--- config.mk ---
export PLATFORM = sky130hd
export DESIGN_NAME = sync_fifo_param
export DESIGN_NICKNAME = d
export VERILOG_FILES = /design/src/rtl/sync_fifo_param.sv
export SDC_FILE = /design/constraint.sdc
export NUM_CORES = 1
export LEC_CHECK = 0
export BUFFER_PORTS_ARGS = -buffer_cell sky130_fd_sc_hd__buf_2
export CORE_MARGIN = 4
export CORE_UTILIZATION = 60
export DETAILED_ROUTE_END_ITERATION = 10
export GPL_ROUTABILITY_DRIVEN = 1
export PLACE_DENSITY = 0.79
export REMOVE_ABC_BUFFERS = 1
export SLEW_MARGIN = 20
export SYNTH_ARGS = -nofsm -noshare
export SYNTH_HDL_FRONTEND = slang
export SYNTH_SLANG_ARGS = --single-unit
--- constraint.sdc ---
create_clock -name clk -period 4.1 [get_ports clk]
set_input_delay 0.82 -clock clk [delete_from_list [all_inputs] [get_ports clk]]
set_output_delay 0.82 -clock clk [all_outputs]
set_load 0.03 [all_outputs]
--- src/rtl/sync_fifo_param.sv ---
//-----------------------------------------------------------------------------
// sync_fifo_param
//
// Single-clock parametrised FIFO. This is the same-clock counterpart of the
// dual-clock FIFO, with the same producer (winc/full) and consumer
// (rinc/rempty) handshake. It also provides an occupancy count,
// programmable almost-full/almost-empty thresholds and sticky error flags.
//
// Parameters
//   DATA_WIDTH  width of write_data / read_data
//   ADDR_WIDTH  pointer width, DEPTH = 2**ADDR_WIDTH entries
//   AF_LEVEL    almost_full  when count >= AF_LEVEL   (1 .. DEPTH)
//   AE_LEVEL    almost_empty when count <= AE_LEVEL   (0 .. DEPTH-1)
//
// Ports
//   clk           sole clock, rising edge
//   rst           synchronous active-high reset
//   write_data    data to store
//   winc          write request (accepted when not full)
//   rinc          read request  (accepted when not empty)
//   err_clr       clears overflow / underflow
//   read_data     registered read data, holds when no read is accepted
//   full          count == DEPTH
//   rempty        count == 0
//   almost_full   count >= AF_LEVEL
//   almost_empty  count <= AE_LEVEL
//   count         occupancy, 0 .. DEPTH
//   overflow      sticky, a write was attempted while full
//   underflow     sticky, a read was attempted while empty
//
// Every output comes from a register. There is no combinational path from
// any input to any output.
//-----------------------------------------------------------------------------
module sync_fifo_param #(
  parameter int DATA_WIDTH = 8,
  parameter int ADDR_WIDTH = 4,
  parameter int AF_LEVEL   = (1 << ADDR_WIDTH) - 2,
  parameter int AE_LEVEL   = 2
) (
  input  logic                  clk,
  input  logic                  rst,
  input  logic [DATA_WIDTH-1:0] write_data,
  input  logic                  winc,
  input  logic                  rinc,
  input  logic                  err_clr,
  output logic [DATA_WIDTH-1:0] read_data,
  output logic                  full,
  output logic                  rempty,
  output logic                  almost_full,
  output logic                  almost_empty,
  output logic [ADDR_WIDTH:0]   count,
  output logic                  overflow,
  output logic                  underflow
);

  localparam int DEPTH = 1 << ADDR_WIDTH;
  localparam int CW    = ADDR_WIDTH + 1;

  // The thresholds are sized to the count width so that every flag compare
  // has matching operand widths.
  localparam logic [CW-1:0]         DEPTH_C  = CW'(DEPTH);
  localparam logic [CW-1:0]         AF_C     = CW'(AF_LEVEL);
  localparam logic [CW-1:0]         AE_C     = CW'(AE_LEVEL);
  localparam logic [CW-1:0]         CNT_ZERO = CW'(0);
  localparam logic [CW-1:0]         CNT_ONE  = CW'(1);
  localparam logic [ADDR_WIDTH-1:0] PTR_ZERO = ADDR_WIDTH'(0);
  localparam logic [ADDR_WIDTH-1:0] PTR_ONE  = ADDR_WIDTH'(1);
  localparam logic [DATA_WIDTH-1:0] DATA_ZERO = DATA_WIDTH'(0);

  // The storage array is not reset. After a reset, old contents cannot be
  // reached because both pointers and count return to zero.
  logic [DATA_WIDTH-1:0] mem [DEPTH];

  logic [ADDR_WIDTH-1:0] wptr;
  logic [ADDR_WIDTH-1:0] rptr;
  logic                  wr_ok;
  logic                  rd_ok;
  logic [CW-1:0]         next_count;

  // Acceptance uses the registered flags of this cycle. A simultaneous read
  // never frees a slot for a write while full. A simultaneous write never
  // supplies data to a read while empty, because there is no bypass.
  always_comb begin
    wr_ok = winc & ~full;
    rd_ok = rinc & ~rempty;
  end

  // Next occupancy: net change of accepted writes minus accepted reads.
  always_comb begin
    next_count = count;
    case ({wr_ok, rd_ok})
      2'b10:   next_count = count + CNT_ONE;
      2'b01:   next_count = count - CNT_ONE;
      2'b11:   next_count = count;
      default: next_count = count;
    endcase
  end

  // Storage write port. Only accepted writes touch the array.
  always_ff @(posedge clk) begin
    if (wr_ok && !rst) begin
      mem[wptr] <= write_data;
    end
  end

  // Pointers. They wrap naturally from DEPTH-1 to 0.
  always_ff @(posedge clk) begin
    if (rst) begin
      wptr <= PTR_ZERO;
      rptr <= PTR_ZERO;
    end else begin
      if (wr_ok) begin
        wptr <= wptr + PTR_ONE;
      end
      if (rd_ok) begin
        rptr <= rptr + PTR_ONE;
      end
    end
  end

  // Registered read data. It holds its value when no read is accepted.
  always_ff @(posedge clk) begin
    if (rst) begin
      read_data <= DATA_ZERO;
    end else if (rd_ok) begin
      read_data <= mem[rptr];
    end else begin
      read_data <= read_data;
    end
  end

  // Count and status flags. The flags are derived from next_count, so they
  // change on the same edge as count.
  always_ff @(posedge clk) begin
    if (rst) begin
      count        <= CNT_ZERO;
      full         <= 1'b0;
      rempty       <= 1'b1;
      almost_full  <= 1'b0;
      almost_empty <= 1'b1;
    end else begin
      count        <= next_count;
      full         <= (next_count == DEPTH_C);
      rempty       <= (next_count == CNT_ZERO);
      almost_full  <= (next_count >= AF_C);
      almost_empty <= (next_count <= AE_C);
    end
  end

  // Sticky error flags. A new offending request takes priority over err_clr
  // in the same cycle.
  always_ff @(posedge clk) begin
    if (rst) begin
      overflow  <= 1'b0;
      underflow <= 1'b0;
    end else begin
      overflow  <= (winc & full)   | (overflow  & ~err_clr);
      underflow <= (rinc & rempty) | (underflow & ~err_clr);
    end
  end

endmodule

==> impl_metrics.ini <==
[pwr]
p_total_w = 0.004041
leakage_nw = 2.384
power_density_nw_per_um2 = 573.6
ir_worst_vdd_mv = 0.3804

[routing]
drt-total-wl_um = 11830
vias = 3292
viasPerCell = 6.063
route.detailed.drc = 0
ant_nets = 0
wl_per_cell_um = 21.79
first_pass_iters = 4
drt_iter0_drc = 242

[sta]
setup-tns-final_ps = 0
drv_slew = 0
hold_ws_ps = 487.1
fin_crit_ps = 2708
max_slew.worst_pin.slew_ps = 934.5
period_share_pct = 66.04
final.setup_skew_ps = 4.969
relSlewSlack_pct = 37.70
hold_viol = 0
setup_viol = 0
fmax_mhz = 369.3
rsz0062_at_grt = false

[hold_path]
holdPathStages = 2
hold_end = read_data[2]
hp-start = read_data[2]
min_path_type = flip-flop to flip-flop

[layout]
antenna_cells = 0
nNetsFinal = 417
final-instance-count-excl-fill = 543
drive_above_1_share_pct = 26.10
utilization_pct = 71.09
area_delta_synth_final_pct = 13.55

[global_routing]
grt_overflow_total = 0
grt_pass1_wl_um = 18750
antenna_found_initial = 0
grt_max_degree = 36
grt_pass1_vias = 3233
grtUsageTotal_pct = 22.05

[floorplanning]
core_um2 = 9910
pin_count = 32
fp.dieArea_um2 = 12030
row_count = 36
start_util_pct = 62.60
die_w_um = 109.7
fp.dieH_um = 109.7

[worst_setup_path]
cp-startpoint = rempty
crit_top_cell = xnor2_1
critPathMaxStageDelay_ps = 370
path_class = flip-flop to flip-flop
regToRegEndpoint = full
worstPathArrival_ps = 3120
endpoint_kind = flip-flop
path_max_fanout = 22
start_kind = flip-flop
r2r_start = rempty
cp_cell_sequence = nand2b_4 -> inv_2 -> nand2_4 -> xnor2_1 -> ha_1 -> nor3b_1 -> a31oi_1 -> a221oi_2 -> xnor2_1 -> and4bb_1
rrSetupSlack_ps = 1390
cp_slowest_cell = dfxtp_1
ff2ff_path_depth = 10
cp.required_ps = 4510

[cts]
clock_path_buffers = 2
clk_pin_slew_ps = 60
ctsRootBufferMaster = clkbuf_8
clk_latency_ps = 510
cts-hold-fix-buffers = 0
tritoncts = yes
cts_setup_buffers = 0
cts.sinks = 155
cts_made_buffers = 17
postCtsResizedCells = 0
ctsHtreeMaxLevel = 4

[synthesis]
syn_avg_cell_area_um2 = 17.09
synth_edf_count = 128
async_flop_share_pct = 0
synth-warning-count = 0
ys_ff_latch = 155
ys_types = 46
synth-seq-area-share_pct = 70.67
netlist_area_um2 = 6203
synth_ff_type = edfxtp_1
syn-instance-count = 363

[placed_design]
portBuffers = 31
dp.cells = 511
dp_hpwl_um = 7253
finalWeightedCongestion = 0.8962

[run]
drv_cap = 0

[status]
status = finished clean
cell families (layout without fill, tap and decap cells):
| kind of cell | Yosys count | after routing | share of synthesized area (%) |
|---|---|---|---|
| xor+xnor | 12 | 12 | 1.916 |
| compound gates | 52 | 52 | 5.809 |
| mux | 33 | 33 | 11.78 |
| fa+ha+maj | 7 | 7 | 1.412 |
| flops | 155 | 155 | 70.67 |
| buf+inv | 31 | 78 | 2.703 |
| simple gates | 73 | 73 | 5.708 |
Yosys cell counts (5+ instances only):
master | count | share of area [%]
a21oi_1 | 21 | 1.7
a22oi_1 | 18 | 2.2
buf_1 | 8 | 0.48
dfxtp_1 | 27 | 8.7
edfxtp_1 | 128 | 62
ha_1 | 7 | 1.4
inv_1 | 7 | 0.42
mux4_2 | 32 | 12
nand2_1 | 13 | 0.79
nor2_1 | 36 | 2.2
nor3_1 | 7 | 0.56
xnor2_1 | 5 | 0.71
xor2_1 | 6 | 0.85
routing by layer:
| layer | vias to the layer above | share of wire [%] | global-route usage [%] |
|---|---|---|---|
| met4 | 0 | 1.9 | 8.459 |
| met1 | 1663 | 42 | 30.52 |
| met5 | - | 0 | 0 |
| met2 | 123 | 50 | 34.66 |
| met3 | 17 | 6.2 | 4.932 |
| li1 | 1489 | - | - |
cell usage in the layout (no fill, tap or decap), drive strengths merged:
master   netlist  routed
edfxtp       128     128
buf           18      37
nor2          36      36
mux4          32      32
clkbuf         4      30
dfxtp         27      27
a21oi         21      21
a22oi         18      18
nand2         14      14
inv            9       9
nor3           7       7
ha             7       7
xor2           6       6
xnor2          5       5
nor2b          4       4
nand2b         3       3
o22ai          2       2
nand4          2       2
or2            2       2
clkinv         0       2
and2           1       1
o311ai         1       1
a21boi         1       1
mux2i          1       1
and3           1       1
nor3b          1       1
nor4b          1       1
a31oi          1       1
o2111ai        1       1
a221oi         1       1
xnor3          1       1
o41ai          1       1
and4bb         1       1
a31o           1       1
o32ai          1       1
o31ai          1       1
a221o          1       1
a41o           1       1
worst max-delay path: cells and delay by family (launching register included):
kind	cells	cell delay [ps]
AOI/OAI and AO/OA	2	510
buffers and inverters	1	150
adders and majority gates	1	270
xor gates and xnor gates	2	360
and+or+nand+nor	4	940
DFF	1	370
final cells by class:
class / count / area, um2
clock buffers: 30 / 586.8
inverters: 9 / 38.79
repair buffers: 37 / 200.2
fillers: 611 / 2865
clock inverters: 2 / 13.76
well taps: 133 / 166.4
multi-input cells: 177 / 1652
flip-flops and latches: 155 / 4387
power by group:
part,total [W],leakage (nW),switching [W],internal [W]
clock,0.00152,0.297,0.000565,0.000953
sequential,0.00187,1.37,0.000104,0.00177
combinational,0.000650,0.712,0.000357,0.000293
total,0.00404,2.38,0.00103,0.00302
how the worst max path moves through the flow:
stage	endpoint	slack (ps)	cells past startpoint
after floorplan	full	1070	10
after global placement	full	1150	11
after detailed placement	full	960	11
after CTS	full	1460	10
after global routing	full	1260	10
final	full	1390	10
sequential cells by signal (all words and copies together), names as in the netlist:
| register | count |
|---|---|
| overflow | 1 |
| rempty | 1 |
| wptr | 4 |
| underflow | 1 |
| count | 5 |
| rptr | 4 |
| mem | 128 |
| full | 1 |
| read_data | 8 |
| almost_full | 1 |
| almost_empty | 1 |
stage by stage:
stage,setup WS (ps),instance area (um2)
global placement,1146,6444
global route,1263,7044
CTS,1464,7044
floorplan,1074,6075
finish,1392,7044
detailed placement,959.3,6444
Power figures use the tool's default switching activity.
